--- config.mk ---
export PLATFORM = sky130hd
export DESIGN_NAME = fighter_motion_flat
export DESIGN_NICKNAME = d
export VERILOG_FILES = /design/src/rtl/fighter_motion_pkg.sv /design/src/rtl/fighter_motion_if.sv /design/src/rtl/fighter_motion_frame_tick_gen.sv /design/src/rtl/fighter_motion.sv /design/src/flat_wrapper.sv
export SDC_FILE = /design/constraint.sdc
export NUM_CORES = 1
export LEC_CHECK = 0
export CAP_MARGIN = 20
export CORE_ASPECT_RATIO = 1.5
export CORE_MARGIN = 2
export CORE_UTILIZATION = 58
export CTS_CLUSTER_SIZE = 28
export DETAILED_ROUTE_END_ITERATION = 8
export GPL_ROUTABILITY_DRIVEN = 0
export GPL_TIMING_DRIVEN = 0
export MAX_ROUTING_LAYER = met4
export PLACE_DENSITY = 0.8
export SLEW_MARGIN = 20
export SYNTH_ARGS = -nofsm -noshare
export SYNTH_HDL_FRONTEND = slang
export SYNTH_SLANG_ARGS = --single-unit
--- constraint.sdc ---
create_clock -name Clk -period 3.78 [get_ports Clk]
set_input_delay 1.134 -clock Clk [delete_from_list [all_inputs] [get_ports Clk]]
set_output_delay 1.134 -clock Clk [all_outputs]
set_load 0.02 [all_outputs]
--- src/rtl/fighter_motion_pkg.sv ---
// Shared types for the fighter motion controller: FSM states, blitter pose codes,
// HID keycodes and the X clamp helper.
package fighter_motion_pkg;

    typedef enum logic [2:0] {
        ST_IDLE  = 3'd0,
        ST_RUN   = 3'd1,
        ST_JUMP  = 3'd2,
        ST_PUNCH = 3'd3,
        ST_KICK  = 3'd4
    } state_t;

    typedef enum logic [2:0] {
        POSE_STAND  = 3'd0,
        POSE_RUN1   = 3'd1,
        POSE_RUN2   = 3'd2,
        POSE_FIGHT  = 3'd3,
        POSE_FIGHT1 = 3'd4,
        POSE_KICK1  = 3'd5,
        POSE_KICK2  = 3'd6
    } pose_t;

    localparam logic [7:0] KEY_A = 8'h04;
    localparam logic [7:0] KEY_D = 8'h07;
    localparam logic [7:0] KEY_W = 8'h1A;
    localparam logic [7:0] KEY_J = 8'h0D;
    localparam logic [7:0] KEY_K = 8'h0E;

    // Saturate a signed candidate X into the legal on-screen range [0, xmax].
    function automatic logic [9:0] clamp_x(input logic signed [10:0] v,
                                           input logic signed [10:0] xmax);
        logic [9:0] r;
        if (v < 11'sd0)
            r = 10'd0;
        else if (v > xmax)
            r = xmax[9:0];
        else
            r = v[9:0];
        return r;
    endfunction

endpackage

--- src/rtl/fighter_motion_if.sv ---
// Keycode in, sprite position/pose out; master is the keyboard/blitter side,
// slave is the motion controller.
interface fighter_motion_if;
    logic [7:0] keycode;
    logic [9:0] positionX;
    logic [9:0] positionY;
    logic [2:0] status;
    logic       facing;

    modport master (
        output keycode,
        input  positionX,
        input  positionY,
        input  status,
        input  facing
    );

    modport slave (
        input  keycode,
        output positionX,
        output positionY,
        output status,
        output facing
    );
endinterface

--- src/rtl/fighter_motion_frame_tick_gen.sv ---
// Brings the vsync-rate frame_clk into the Clk domain and emits a one-cycle
// frame_tick on each rising edge.
module frame_tick_gen (
    input  logic Clk,
    input  logic Reset_n,
    input  logic frame_clk,
    output logic frame_tick
);
    localparam int STAGES = 3;

    logic [STAGES-1:0] sync_reg;

    always_ff @(posedge Clk or negedge Reset_n) begin
        if (!Reset_n)
            sync_reg[0] <= 1'b0;
        else
            sync_reg[0] <= frame_clk;
    end

    genvar gi;
    generate
        for (gi = 1; gi < STAGES; gi++) begin : g_sync
            always_ff @(posedge Clk or negedge Reset_n) begin
                if (!Reset_n)
                    sync_reg[gi] <= 1'b0;
                else
                    sync_reg[gi] <= sync_reg[gi-1];
            end
        end
    endgenerate

    // Stage 1 is the settled synchronised level; stage 2 is its previous value.
    assign frame_tick = sync_reg[1] & ~sync_reg[2];
endmodule

--- src/rtl/fighter_motion.sv ---
// Per-frame fighter motion/pose FSM. Optional FIGHTER_FACING_EN makes `facing`
// follow the last horizontal run direction; otherwise it is tied low.
module fighter_motion
    import fighter_motion_pkg::*;
#(
    parameter int X_START     = 100,
    parameter int X_MAX       = 539,
    parameter int GROUND_Y    = 300,
    parameter int STEP        = 4,
    parameter int JUMP_V0     = 12,
    parameter int KICK_FRAMES = 8,
    parameter int RUN_PERIOD  = 6
) (
    input  logic             Clk,
    input  logic             Reset_n,
    input  logic             frame_clk,
    fighter_motion_if.slave  bus
);
    localparam logic signed [10:0] STEP_S   = 11'(STEP);
    localparam logic signed [10:0] XMAX_S   = 11'(X_MAX);
    localparam logic signed [10:0] GROUND_S = 11'(GROUND_Y);
    localparam logic signed [7:0]  JUMP_V0_S = 8'(JUMP_V0);
    localparam logic [7:0]         ATK_LEN  = 8'(KICK_FRAMES);
    localparam logic [7:0]         ATK_HALF = 8'(KICK_FRAMES / 2);
    localparam logic [7:0]         RUN_LEN  = 8'(RUN_PERIOD);

    logic frame_tick;

    frame_tick_gen u_frame_tick_gen (
        .Clk        (Clk),
        .Reset_n    (Reset_n),
        .frame_clk  (frame_clk),
        .frame_tick (frame_tick)
    );

    state_t            state_reg;
    pose_t             pose_reg;
    logic [9:0]        x_reg;
    logic [9:0]        y_reg;
    logic signed [7:0] vy_reg;
    logic [7:0]        run_cnt_reg;
    logic [7:0]        atk_cnt_reg;
`ifdef FIGHTER_FACING_EN
    logic              facing_reg;
`endif

    logic [7:0]         key;
    logic               move_left;
    logic               move_right;
    logic signed [10:0] x_wide;
    logic signed [10:0] x_step;
    logic [9:0]         x_next;
    logic signed [7:0]  vy_src;
    logic signed [7:0]  vy_next;
    logic signed [10:0] y_next;
    logic               landed;
    logic [7:0]         atk_next;
    pose_t              atk_pose;

    always_comb begin
        key        = bus.keycode;
        move_left  = (key == KEY_A);
        move_right = (key == KEY_D);

        x_wide = signed'({1'b0, x_reg});
        x_step = x_wide;
        if (move_left)
            x_step = x_wide - STEP_S;
        else if (move_right)
            x_step = x_wide + STEP_S;
        x_next = clamp_x(x_step, XMAX_S);

        // Jump launch uses the initial velocity directly so the take-off tick already rises.
        vy_src  = (state_reg == ST_JUMP) ? vy_reg : JUMP_V0_S;
        vy_next = vy_src - 8'sd1;
        y_next  = signed'({1'b0, y_reg}) - {{3{vy_src[7]}}, vy_src};
        landed  = (y_next >= GROUND_S);

        atk_next = atk_cnt_reg + 8'd1;
        if (state_reg == ST_KICK)
            atk_pose = (atk_next <= ATK_HALF) ? POSE_KICK1 : POSE_KICK2;
        else
            atk_pose = (atk_next <= ATK_HALF) ? POSE_FIGHT : POSE_FIGHT1;
    end

    always_ff @(posedge Clk or negedge Reset_n) begin
        if (!Reset_n) begin
            state_reg   <= ST_IDLE;
            pose_reg    <= POSE_STAND;
            x_reg       <= 10'(X_START);
            y_reg       <= 10'(GROUND_Y);
            vy_reg      <= 8'sd0;
            run_cnt_reg <= 8'd0;
            atk_cnt_reg <= 8'd0;
`ifdef FIGHTER_FACING_EN
            facing_reg  <= 1'b0;
`endif
        end else if (frame_tick) begin
            case (state_reg)
                ST_IDLE, ST_RUN: begin
                    if (key == KEY_K) begin
                        state_reg   <= ST_KICK;
                        atk_cnt_reg <= 8'd1;
                        pose_reg    <= POSE_KICK1;
                    end else if (key == KEY_J) begin
                        state_reg   <= ST_PUNCH;
                        atk_cnt_reg <= 8'd1;
                        pose_reg    <= POSE_FIGHT;
                    end else if (key == KEY_W) begin
                        state_reg <= ST_JUMP;
                        y_reg     <= y_next[9:0];
                        vy_reg    <= vy_next;
                        pose_reg  <= POSE_STAND;
                    end else if (move_left || move_right) begin
                        state_reg <= ST_RUN;
                        x_reg     <= x_next;
`ifdef FIGHTER_FACING_EN
                        facing_reg <= move_left;
`endif
                        if (state_reg != ST_RUN) begin
                            run_cnt_reg <= 8'd1;
                            pose_reg    <= POSE_RUN1;
                        end else if (run_cnt_reg >= RUN_LEN) begin
                            run_cnt_reg <= 8'd1;
                            pose_reg    <= (pose_reg == POSE_RUN1) ? POSE_RUN2 : POSE_RUN1;
                        end else begin
                            run_cnt_reg <= run_cnt_reg + 8'd1;
                        end
                    end else begin
                        state_reg <= ST_IDLE;
                        pose_reg  <= POSE_STAND;
                    end
                end
                ST_JUMP: begin
                    x_reg    <= x_next;
                    pose_reg <= POSE_STAND;
                    if (landed) begin
                        y_reg     <= 10'(GROUND_Y);
                        vy_reg    <= 8'sd0;
                        state_reg <= ST_IDLE;
                    end else begin
                        y_reg  <= y_next[9:0];
                        vy_reg <= vy_next;
                    end
                end
                ST_PUNCH, ST_KICK: begin
                    if (atk_cnt_reg >= ATK_LEN) begin
                        state_reg   <= ST_IDLE;
                        atk_cnt_reg <= 8'd0;
                        pose_reg    <= POSE_STAND;
                    end else begin
                        atk_cnt_reg <= atk_next;
                        pose_reg    <= atk_pose;
                    end
                end
                default: begin
                    state_reg <= ST_IDLE;
                    pose_reg  <= POSE_STAND;
                end
            endcase
        end
    end

    assign bus.positionX = x_reg;
    assign bus.positionY = y_reg;
    assign bus.status    = pose_reg;
`ifdef FIGHTER_FACING_EN
    assign bus.facing    = facing_reg;
`else
    assign bus.facing    = 1'b0;
`endif
endmodule

--- src/flat_wrapper.sv ---
// flat-port wrapper written by rule: the top's interface ports become plain ports
module fighter_motion_flat import fighter_motion_pkg::*;
#(
    parameter int X_START     = 100,
    parameter int X_MAX       = 539,
    parameter int GROUND_Y    = 300,
    parameter int STEP        = 4,
    parameter int JUMP_V0     = 12,
    parameter int KICK_FRAMES = 8,
    parameter int RUN_PERIOD  = 6
)
  (Clk, Reset_n, frame_clk, bus_keycode, bus_positionX, bus_positionY, bus_status, bus_facing);
  fighter_motion_if bus_i ();
  input  logic Clk;
  input  logic Reset_n;
  input  logic frame_clk;
  input wire logic [$bits(bus_i.keycode)-1:0] bus_keycode;
  output wire logic [$bits(bus_i.positionX)-1:0] bus_positionX;
  output wire logic [$bits(bus_i.positionY)-1:0] bus_positionY;
  output wire logic [$bits(bus_i.status)-1:0] bus_status;
  output wire logic [$bits(bus_i.facing)-1:0] bus_facing;
  assign bus_i.keycode = bus_keycode;
  assign bus_positionX = bus_i.positionX;
  assign bus_positionY = bus_i.positionY;
  assign bus_status = bus_i.status;
  assign bus_facing = bus_i.facing;
  fighter_motion #(.X_START(X_START), .X_MAX(X_MAX), .GROUND_Y(GROUND_Y), .STEP(STEP), .JUMP_V0(JUMP_V0), .KICK_FRAMES(KICK_FRAMES), .RUN_PERIOD(RUN_PERIOD)) u_core (.Clk(Clk), .Reset_n(Reset_n), .frame_clk(frame_clk), .bus(bus_i));
endmodule
# == After elaboration in Yosys (flattened, before gate mapping) ==
# Cells that the tools add are included.
# totals
ff_bits,53
inputBits,11
output_inout_bits,24
elab_cells,104
# classes
add_sub_neg,6
magnitude_cmp,6
n_eq_ne,20
n_mux,45
bitwise,5
n_reduce_logical,12
# ops
cell,n
two-way mux 10 bit,10
two-way mux 8 bit,10
two-way mux 3 bit,14
one-hot mux 10 bit (2 select lines),2
one-hot mux 8 bit (2 select lines),2
two-way mux 11 bit,2
adder 8 x 1 -> 8 bit (second input constant),2
== test 8 x 3 -> 1 bit (second input constant),2
== test 8 x 4 -> 1 bit (second input constant),2
AND reduction 6 bit,2
adder 10 x 3 -> 11 bit (second input constant),1
greater-or-equal comparator 11 x 10 -> 1 bit (second input constant),1
greater-than comparator 11 bit (second input constant),1
< comparator 11 x 1 -> 1 bit (second input constant),1
subtractor 10 x 11 -> 11 bit,1
subtractor 10 x 3 -> 11 bit (second input constant),1
one-hot mux 3 bit (3 select lines),1
== test 8 x 5 -> 1 bit (second input constant),1
greater-or-equal comparator 8 x 3 -> 1 bit (second input constant),1
greater-or-equal comparator 8 x 4 -> 1 bit (second input constant),1
less-or-equal comparator 8 x 3 -> 1 bit (second input constant),1
inequality test 2 x 1 -> 1 bit (second input constant),4
subtractor 8 x 2 -> 8 bit (second input constant),1
inequality test 7 x 4 -> 1 bit (second input constant),1
17 further kinds,29

# == Longest topological paths before layout ==
# Gate-level depths: netlist of run 1.
# logic_depth
word_depth,11
mapped_depth,16
mapped_depth_nobuf,13

# == Cells and area by module ==
# A second synthesis of run 1 with hierarchy kept.
# unflattened
cells_unflattened,439
area_unflattened_um2,3674.8
# by_module_without_submodules
mod,instances,cells_per_inst,area_each_um2,seq_area_each_um2
fighter_motion,1,435,3585.9,1234.9
frame_tick_gen,1,4,88.8,75.1

# == Least setup slack after synthesis of run 1 ==
# OpenSTA, ideal clock, no wires.
# synth_timing
kind,register to register
start,reg u_core.state_reg[0]
end,reg u_core.vy_reg[6]
setup_ns,0.121
arrival_time_ns,3.350
required_ns,3.659
setup_slack_ns,0.309
stages_incl_launch_ff,16
synth_period_minus_slack_ns,3.471
cell_sequence,dfrtp_1 > buf_8 > nor3b_1 > buf_6 > nand2_1 > ha_1 > nor2b_1 > o21ai_0 > o32ai_2 > o21ai_2 > or4b_2 > nand4b_1 > o211ai_2 > buf_6 > a22oi_1 > nand2_1
# synth_via
elab_chain_len,7
elab_cells_between_ends,18
# synth_rtl
item,line_no,source
"start, declared",fighter_motion.sv:36,state_t state_reg;
"start signal, assigned",fighter_motion.sv:88,state_reg <= ST_IDLE;
"start signal, assigned",fighter_motion.sv:102,state_reg <= ST_KICK;
"start signal, assigned",fighter_motion.sv:106,state_reg <= ST_PUNCH;
branches (longest 7 deep; another with subtractor 10 x 11 -> 11 bit),n/a,
"end signal, assigned",fighter_motion.sv:112,vy_reg <= vy_next;
"end signal, assigned",fighter_motion.sv:143,vy_reg <= vy_next;
"end, declared",fighter_motion.sv:40,logic signed [7:0] vy_reg;
# Several ways; the timed one is not identified. The select of a mux whose other input is x is not followed.
# A chain may end at the register's enable or synchronous reset.

# == Final worst setup path of run 1 ==
# layout_timing
start,in bus_keycode[5]
end,"reg u_core.x_reg[2], in the netlist u_core.bus.positionX[2]"
# layout_via
elab_chain_len,11
elab_cells_between_ends,22
# layout_rtl
item,line_no,source
"start, declared",flat_wrapper.sv:17,input wire logic [$bits(bus_i.keycode)-1:0] bus_keycode;
== test 8 x 3 -> 1 bit,fighter_motion.sv:63,move_right = (key == KEY_D);
two-way mux 11 bit,fighter_motion.sv:69,else if (move_right)
two-way mux 11 bit,fighter_motion.sv:67,if (move_left)
greater-than comparator 11 bit,fighter_motion_pkg.sv:35,else if (v > xmax)
two-way mux 10 bit,fighter_motion_pkg.sv:35,
two-way mux 10 bit,fighter_motion_pkg.sv:33,if (v < 11'sd0)
two-way mux 10 bit,fighter_motion.sv:114,end else if (move_left || move_right) begin
two-way mux 10 bit,fighter_motion.sv:109,end else if (key == KEY_W) begin
two-way mux 10 bit,fighter_motion.sv:105,end else if (key == KEY_J) begin
two-way mux 10 bit,fighter_motion.sv:101,if (key == KEY_K) begin
one-hot mux 10 bit (2 select lines),fighter_motion.sv:99,case (state_reg)
"end signal, assigned",fighter_motion.sv:90,x_reg <= 10'(X_START);
"end signal, assigned",fighter_motion.sv:116,x_reg <= x_next;
"end signal, assigned",fighter_motion.sv:135,x_reg <= x_next;
"end, declared",fighter_motion.sv:38,logic [9:0] x_reg;
# Several ways; a longest one is shown, not always the timed one. The select of a mux whose other input is x is not followed.

==> results of run 1 <==
[through the flow]
step | utilization | cells
detailed placement | 0.6563 | 561
floorplan | - | 454
CTS | 0.6742 | 569
global route | 0.6943 | 581
global placement | 0.6566 | 561
finish | 0.6943 | 581
[cell families (layout without fill, tap and decap cells)]
| kind of cell | after synthesis | after routing | share of synthesized area |
|---|---|---|---|
| other | 1 | 1 | 0.0009731 |
| buffers and inverters | 39 | 90 | 0.05746 |
| XOR/XNOR | 17 | 17 | 0.03864 |
| AO/OA/AOI/OAI | 123 | 123 | 0.2211 |
| adder cells (fa/ha/maj) | 17 | 17 | 0.05714 |
| AND/OR/NAND/NOR | 203 | 203 | 0.2792 |
| multiplexers | 2 | 2 | 0.005519 |
| flip-flops | 52 | 52 | 0.3399 |
[critical path: cells and delay by family]
| kind | cells | cell delay, ns |
|---|---|---|
| buffers and inverters | 1 | 0.46 |
| and+or+nand+nor | 6 | 1.52 |
| AOI/OAI and AO/OA | 3 | 0.82 |
[how the worst max path moves through the flow]
stage | from | end | slack [ns] | cells past startpoint
2_1_floorplan | u_core.state_reg[0]$_DFFE_PN0P_ | u_core.vy_reg[6]$_DFFE_PN0P_ | 0.31 | 15
3_3_place_gp | bus_keycode[3] | u_core.bus.positionX[2]$_DFFE_PN1P_ | -0.17 | 10
3_5_place_dp | bus_keycode[5] | u_core.vy_reg[6]$_DFFE_PN0P_ | -0.19 | 11
4_1_cts | u_core.state_reg[2]$_DFFE_PN0P_ | u_core.vy_reg[6]$_DFFE_PN0P_ | 0.02 | 15
5_1_grt | u_core.state_reg[0]$_DFFE_PN0P_ | u_core.vy_reg[6]$_DFFE_PN0P_ | 0.003 | 15
6_report | bus_keycode[5] | u_core.bus.positionX[2]$_DFFE_PN1P_ | 0.10 | 10
[area by class of cell]
class / instances / area (um^2)
repair buffers: 43 / 402.9
flip-flops and latches: 52 / 1311
clock buffers: 8 / 100.1
inverters: 15 / 56.30
well taps: 76 / 95.09
fillers: 531 / 1983
plain buffers: 24 / 165.2
multi-input cells: 363 / 2372
[metal layers]
metal / track usage / vias up
li1: - / 1758
met1: 0.2917 / 1739
met2: 0.4899 / 110
met3: 0.03502 / 33
met4: 0.1348 / 0
met5: - / -
[power by group through the flow]
stage	clock network (mW)	registers, mW	logic (mW)
after floorplan	0	0.867	1.63
after global placement	0	0.815	2.18
after detailed placement	0	0.821	2.24
after CTS	0.361	0.812	2.26
after global routing	0.382	0.836	2.78
final	0.355	0.816	2.56
[repair_timing]
action,CTS,global route
endpoints found under the setup margin,16,24
setup buffers,0,12
gates resized for setup,4,11
pin swaps,0,7
[cell usage in the layout (no fill, tap or decap), types with 5 or more instances in the layout]
cell	count
nand4_1	9
nand3_1	13
a31oi_1	9
nand2_1	57
clkdlybuf4s50_1	28
nand2b_1	5
clkbuf_1	10
nor2_1	45
a22o_1	11
nor2b_1	9
o21ai_1	6
buf_6	5
o31ai_1	7
ha_1	16
xnor2_1	12
o21ai_0	25
and2_1	5
clkbuf_8	8
o211ai_1	8
nand3b_1	6
inv_1	15
dfstp_2	7
xor2_1	5
and3_1	6
dfrtp_1	44
a21oi_1	18
nor3_1	9
buf_4	15
==> qor.yml, run 1 <==
core-area_mm2: 0.006486
synth_common_cells: "57 x nand2_1, 45 x dfrtp_1, 45 x nor2_1, 27 x o21ai_0, 19 x a21oi_1"
power.density_mw_per_mm2: 828.5
clockBufferDepth: 2
clkPwrFrac: 0.095
die_w_um: 70.56
p_int_mw: 1.987
grt-ovfl-total: 0
leakagePower_nw: 1.912
post_dp_cell_area_mm2: 0.004257
synthesis.yosys.warnings: 0
wl_met3_um: 313
r2r_slack_ns: 0.23
root_buffer: "clkbuf_8"
fp.dieH_um: 103.8
clock-skew-final_ns: 0.01230
synth_area_leaders: "dfrtp_1 29%, nand2_1 5.6%, ha_1 5.2%, dfstp_2 4.8%, nor2_1 4.4%"
place_ws_ns: -0.1875
min-delay-start: "u_core.u_frame_tick_gen.sync_reg[0]$_DFF_PN0_"
clock-sinks: 52
grt_pass1_wl_mm: 16.02
wl_per_cell_um: 16.60
path_cells: "clkdlybuf4s50_1, or3_4, or4_4, o31ai_1, nand3_1, a2111o_1, nand2_2, nand2_2, nor2_4, a22o_1"
drt_iter0_drc: 219
seq_area_frac_synth: 0.3399
grt_start_max_net_pins: 53
ff2ff_path_depth: 15
crit_top_cell: "nand2_2"
yosysMostFrequentCell: "nand2_1"
fin_crit_ns: 3.678
netlist_instances: 454
min_to: "u_core.u_frame_tick_gen.sync_reg[1]$_DFF_PN0_"
synthArstFlopShare: 1.000
finalPower_mw: 3.731
syn-cell-area_mm2: 0.003854
holdBufCountCts: 0
end_kind: "flip-flop"
r2r_end: "u_core.vy_reg[6]$_DFFE_PN0P_"
io_pins: 35
area_growth_pct: 16.85
grt_pass1_vias: 3569
whs_path_depth: 0
drcViolationCount: 0
antenna_cells: 0
grtUsageTotal: 0.2739
whs_ns: 0.3593
path_class: "in2reg"
clk_latency_ns: 0.32
vias: 3640
die_area_mm2: 0.007326
max_slew_margin: 0.5459
top_layer_used: "met4"
vdd_drop_max_v: 0.0003927
finalSetupViolCount: 0
hold_viol_final: 0
path_max_fanout: 5
slew_viol_final: 0
r2r-start: "u_core.state_reg[0]$_DFFE_PN0P_"
rsz0062_at_grt: "false"
swShare: 0.4673
synth-edff-count: 0
io_buffers: 31
p_comb_frac: 0.686
dpl.hpwl_mm: 7.090
p_sw_mw: 1.743
synth_top_area_cell: "dfrtp_1"
final_nets: 532
initial_utilization: 0.5941
synth_fp_nets: 482
max_freq_mhz: 271.9
dr_wl_met2_mm: 5.239
slowest_delay_ns: 0.58
critPathLaunchType: "primary input"
cts_max_level: 2
cts_tree: "done"
cts.clk_slew.worst_paths_ns: 0.08
row_count: 36
seq_power_share: 0.219
worstPathArrival_ns: 3.93
ant_nets: 0
drt-met1-wl_mm: 3.715
avgSynthCellArea_um2: 8.488
largest_register_ffs: 10
post-route-period-util: 0.9729
drt_first_pass_iters: 5
antenna_found_initial: 0
setup_tns_ns: 0
worstHoldPathType: "reg2reg"
max-cap-violations: 0
worst_slew_pin_slew_ns: 0.6812
status: "finished clean"
cts_buffers: 5
ys_ff_latch: 52
synth_ff_type: "dfrtp_1"
wl_mm: 9.647
viasPerCell: 6.265
cp_slowest_cell: "or4_4"
synth.top_cell.area_share: 0.2922
final_layout_size_suffix_gt1_frac: 0.1426
ys_types: 79
required_ns: 4.04
fin_area_mm2: 0.004503
fin_ws_ns: 0.1024
(Power assumes the default switching activity.)
==> inputs of run 2 (changes only) <==
- SKIP_CTS_REPAIR_TIMING: default -> 1
==> run 2 against run 1 <==
  * Final area decreased by 0.11%
  * Clock power about the same
  * Critical path depth unchanged
  * Core utilization decreased by 0.077 points
  * First-iteration DRC count decreased by 19%
  * Global-route usage unchanged
  * Clock-buffer cell count unchanged
  * Combinational power about the same
  * Register-to-register slack improved by 0.04 ns
  * Sequential share of layout area about the same
  * Maximum frequency decreased by 0.12%
  * Clock skew increased by 0.0019 ns
  * Critical path type unchanged
  * Largest cell class unchanged
==> qor.yml, run 2 (synthesis results as in run 1) <==
vdd_drop_max_v: 0.0003929  # about the same
drt_first_pass_iters: 4  # -1
place_inst: 561  # unchanged
root_buffer: "clkbuf_8"
largest_register_ffs: 10  # unchanged
ant_nets: 0  # unchanged
wl_per_cell_um: 16.64  # +0.22%
critPathLaunch: "bus_keycode[5]"
crit_top_cell: "nand2_2"
cts_max_level: 2  # unchanged
viasPerCell: 6.229  # -0.58%
setup_tns_ns: 0  # unchanged
slew_viol_final: 0  # unchanged
cts_tree: "done"
worstHoldPathType: "reg2reg"
die_w_um: 70.56  # unchanged
area_growth_pct: 16.72
max_freq_mhz: 271.6  # -0.12%
whs_ns: 0.3604  # +0.001102 ns
wl_mm: 9.668  # +0.22%
rsz0062_at_grt: "false"
critPathLaunchType: "primary input"
power.density_mw_per_mm2: 827.8  # about the same
slowest_delay_ns: 0.58  # about the same
dpl.hpwl_mm: 7.090  # unchanged
initial_utilization: 0.5941  # unchanged
drt_iter0_drc: 178  # -19%
leakagePower_nw: 1.910  # about the same
antenna_cells: 0  # unchanged
grt-ovfl-total: 0  # unchanged
fin_crit_ns: 3.682  # +0.004276 ns
final_nets: 532  # unchanged
grt_pass1_wl_mm: 16.02  # unchanged
fillers: 532  # +0.19%
cts.clk_slew.worst_paths_ns: 0.08  # about the same
grtUsageTotal: 0.2739  # unchanged
min-delay-start: "u_core.u_frame_tick_gen.sync_reg[0]$_DFF_PN0_"
cts_buffers: 5  # unchanged
clock-skew-final_ns: 0.01415  # +0.001855 ns
io_pins: 35  # unchanged
grt_start_max_net_pins: 53  # unchanged
antenna_found_initial: 0  # unchanged
clk_latency_ns: 0.32  # about the same
final_layout_size_suffix_gt1_frac: 0.1406  # -0.001980
fin_cells: 581  # unchanged
whs_path_depth: 0  # unchanged
finalSetupViolCount: 0  # unchanged
required_ns: 4.04  # about the same
hold_viol_final: 0  # unchanged
r2r-start: "u_core.state_reg[0]$_DFFE_PN0P_"
path_class: "in2reg"
cp_slowest_cell: "or4_4"
ff2ff_path_depth: 15  # unchanged
die_area_mm2: 0.007326  # unchanged
end_kind: "flip-flop"
vias: 3619  # -0.58%
grt_pass1_vias: 3559  # -0.28%
path_max_fanout: 5  # unchanged
r2r_end: "u_core.vy_reg[6]$_DFFE_PN0P_"
place_ws_ns: -0.1875  # unchanged
fp.dieH_um: 103.8  # unchanged
finalPower_mw: 3.724  # -0.18%
r2r_slack_ns: 0.27  # +0.04 ns
max-cap-violations: 0  # unchanged
final_cell_mix: "57 x nand2_1, 45 x nor2_1, 44 x dfrtp_1, 28 x clkdlybuf4s50_1, 25 x o21ai_0"
status: "finished clean"
max_slew_margin: 0.5519  # +0.006035
min_to: "u_core.u_frame_tick_gen.sync_reg[1]$_DFF_PN0_"
final_common_cell: "nand2_1"
worstPathArrival_ns: 3.94  # about the same
path_cells: "clkdlybuf4s50_1, or3_4, or4_4, o31ai_1, nand3_1, a2111o_1, nand2_2, nand2_2, nor2_4, a22o_1"
core-area_mm2: 0.006486  # unchanged
io_buffers: 31  # unchanged
post-route-period-util: 0.9740  # +0.001131
clockBufferDepth: 2  # unchanged
clock-sinks: 52  # unchanged
row_count: 36  # unchanged
fin_ws_ns: 0.09811  # -0.004276 ns
worst_slew_pin_slew_ns: 0.6721  # -0.009053 ns
drcViolationCount: 0  # unchanged
run 2: cell count changes in the layout (fill, tap and decap cells not counted):
cell,before,now
nor3_1,9,10
nor3_2,1,0
run 2: worst max path at each step:
| stage | slack, ns | cells past startpoint | endpoint |
|---|---|---|---|
| final | 0.1 | 10 | u_core.bus.positionX[2]$_DFFE_PN1P_ |
| after global routing | 0.01 | 11 | u_core.vy_reg[6]$_DFFE_PN0P_ |
| after CTS | -0.22 | 15 | u_core.vy_reg[6]$_DFFE_PN0P_ |
| after detailed placement | -0.19 | 11 | u_core.vy_reg[6]$_DFFE_PN0P_ |
| after global placement | -0.17 | 10 | u_core.bus.positionX[2]$_DFFE_PN1P_ |
| after floorplan | 0.31 | 15 | u_core.vy_reg[6]$_DFFE_PN0P_ |
run 2: worst max-delay path: cells and delay by family:
| family | cells | cell delay, ns |
|---|---|---|
| AOI/OAI and AO/OA | 3 | 0.81 |
| buffers and inverters | 1 | 0.46 |
| and+or+nand+nor | 6 | 1.52 |
run 2: where the power goes:
part           switching [mW]  internal (mW)  total (mW)
Sequential              0.122          0.693       0.816
Combinational            1.43           1.12        2.55
Clock                   0.189          0.168       0.356
run 2: metrics by stage:
step / cell area (um^2) / util
6_report: 4498 / 0.6935
3_5_place_dp: 4257 / 0.6563
3_3_place_gp: 4259 / 0.6566
5_1_grt: 4498 / 0.6935
4_1_cts: 4357 / 0.6717
2_1_floorplan: 3854 / -
run 2: per-layer routing:
layer | up-vias | routed length, um | GRT usage
met3 | 33 | 346 | 0.03502
met1 | 1713 | 3716 | 0.2936
met4 | 0 | 396 | 0.1361
met5 | - | 0 | -
li1 | 1760 | - | -
met2 | 113 | 5209 | 0.4872
run 2: cell type report:
cell class | instances | area, um^2 | share of cell area
Tap cell | 76 | 95.09 | 0.02114
Multi-Input combinational cell | 363 | 2367 | 0.5263
Clock buffer | 8 | 100.1 | 0.02225
Inverter | 15 | 56.30 | 0.01252
Buffer | 24 | 165.2 | 0.03672
Sequential cell | 52 | 1311 | 0.2915
Timing Repair Buffer | 43 | 402.9 | 0.08957
==> inputs of run 3 (changes only) <==
- SLEW_MARGIN: 20 -> default
==> run 3 against run 2 <==
  * First-iteration DRC count is 2.8% higher
  * Hold slack gained 0.0067 ns
  * Power barely moved
  * Die area did not move
  * Clock power up 1%
  * Via count rose by 2.6%
  * Clock-buffer cell count did not move
  * Setup slack improved by 0.071 ns
  * Critical endpoint unchanged
==> qor.yml, run 3 (synthesis results as in run 1) <==
status: "finished clean"
slowest_delay_ns: 0.55  # -0.03 ns
die_area_mm2: 0.007326  # unchanged
max_slew_margin: 0.5815  # +0.02964
fp.dieH_um: 103.8  # unchanged
setup_tns_ns: 0  # unchanged
die_w_um: 70.56  # unchanged
ant_nets: 0  # unchanged
final_cell_mix: "57 x nand2_1, 45 x nor2_1, 44 x dfrtp_1, 29 x clkdlybuf4s50_1, 25 x o21ai_0"
post_dp_cell_area_mm2: 0.004274  # +0.41%
initial_utilization: 0.5941  # unchanged
clock-sinks: 52  # unchanged
required_ns: 4.04  # about the same
crit_top_cell: "nand2_2"
place_ws_ns: -0.1868  # +0.0007060 ns
clk_latency_ns: 0.32  # about the same
antenna_cells: 0  # unchanged
slew_viol_final: 0  # unchanged
hold_viol_final: 0  # unchanged
final_common_cell: "nand2_1"
path_max_fanout: 5  # unchanged
clockBufferDepth: 2  # unchanged
max-cap-violations: 0  # unchanged
vdd_drop_max_v: 0.0003884  # -1.1%
largest_register_ffs: 10  # unchanged
post-route-period-util: 0.9552  # -0.01887
power.density_mw_per_mm2: 825.7  # -0.26%
max_freq_mhz: 277.0  # +2.0%
fin_cells: 581  # unchanged
rsz0062_at_grt: "false"
cts_max_level: 2  # unchanged
grt_start_max_net_pins: 35  # -34%
cts_buffers: 5  # unchanged
grtUsageTotal: 0.2815  # +0.007611
clock-skew-final_ns: 0.01533  # +0.001183 ns
root_buffer: "clkbuf_8"
worstPathArrival_ns: 3.87  # -0.07 ns
drt_iter0_drc: 183  # +2.8%
area_growth_pct: 17.05
io_buffers: 31  # unchanged
critPathLaunchType: "primary input"
wl_mm: 10.01  # +3.5%
final_layout_size_suffix_gt1_frac: 0.1426  # +0.001980
end_kind: "flip-flop"
cp_slowest_cell: "or4_4"
drcViolationCount: 0  # unchanged
utilization: 0.6954  # +0.001929
cts.clk_slew.worst_paths_ns: 0.08  # about the same
fin_ws_ns: 0.1694  # +0.07132 ns
path_cells: "clkdlybuf4s50_1, or3b_4, or4_4, o31ai_2, nand3_1, a2111o_1, nand2_2, nand2_2, nor2_4, a22o_1"
grt-ovfl-total: 0  # unchanged
grt_pass1_vias: 3675  # +3.3%
viasPerCell: 6.389  # +2.6%
cts_tree: "done"
grt_pass1_wl_mm: 16.37  # +2.2%
fin_area_mm2: 0.004511  # +0.28%
vias: 3712  # +2.6%
core-area_mm2: 0.006486  # unchanged
dpl.hpwl_mm: 7.308  # +3.1%
place_inst: 562  # +0.18%
finalSetupViolCount: 0  # unchanged
io_pins: 35  # unchanged
worstHoldPathType: "reg2reg"
fin_crit_ns: 3.611  # -0.07132 ns
worst_slew_pin_slew_ns: 0.6254  # -0.04676 ns
antenna_found_initial: 0  # unchanged
wl_per_cell_um: 17.22  # +3.5%
drt_first_pass_iters: 5  # +1
critPathBufInv: 1  # unchanged
path_class: "in2reg"
row_count: 36  # unchanged
leakagePower_nw: 1.906  # -0.24%
critical_path.top_delay_family: "simple AND/OR/NAND/NOR gates"
final_nets: 532  # unchanged
[run 3: final timing paths]
check / depth (start not counted) / from / to / slack, ns
worst max-delay path: 10 / bus_keycode[2] / u_core.bus.positionX[2]$_DFFE_PN1P_ / 0.17
worst min-delay path: 0 / u_core.u_frame_tick_gen.sync_reg[0]$_DFF_PN0_ / u_core.u_frame_tick_gen.sync_reg[1]$_DFF_PN0_ / 0.37
worst max register to register: 15 / u_core.state_reg[0]$_DFFE_PN0P_ / u_core.vy_reg[6]$_DFFE_PN0P_ / 0.26
worst min register to register: 0 / u_core.u_frame_tick_gen.sync_reg[0]$_DFF_PN0_ / u_core.u_frame_tick_gen.sync_reg[1]$_DFF_PN0_ / 0.37
max in group asynchronous: 2 / Reset_n / u_core.bus.positionY[8]$_DFFE_PN1P_ / 2.39
min in group asynchronous: 1 / Reset_n / u_core.run_cnt_reg[6]$_DFFE_PN0P_ / 0.76
[run 3: through the flow]
stage	total power [mW]	hold WS, ns
finish	3.724	0.3672
global route	3.998	0.3810
CTS	3.428	0.3707
detailed placement	3.061	0.3511
global placement	2.991	0.3338
floorplan	2.496	0.3312
[run 3: metal layers]
layer	up-vias	routed length, um	GRT usage
met3	35	309	0.03405
met2	104	5591	0.5202
met5	-	0	-
li1	1752	-	-
met4	0	372	0.1253
met1	1821	3733	0.2917
[run 3: final cells by class]
class                           instances  area (um^2)
Clock buffer                            8        100.1
Sequential cell                        52         1311
Buffer                                 24        165.2
Multi-Input combinational cell        363         2372
Inverter                               15        56.30
Timing Repair Buffer                   43        410.4
Tap cell                               76        95.09
Fill cell                             533         1976
[run 3: report_power, final]
part / total, mW / leakage [nW] / switching (mW) / internal (mW)
sequential: 0.815 / 0.642 / 0.122 / 0.693
clock: 0.360 / 0.0515 / 0.192 / 0.168
combinational: 2.55 / 1.21 / 1.43 / 1.12
total: 3.72 / 1.91 / 1.74 / 1.98
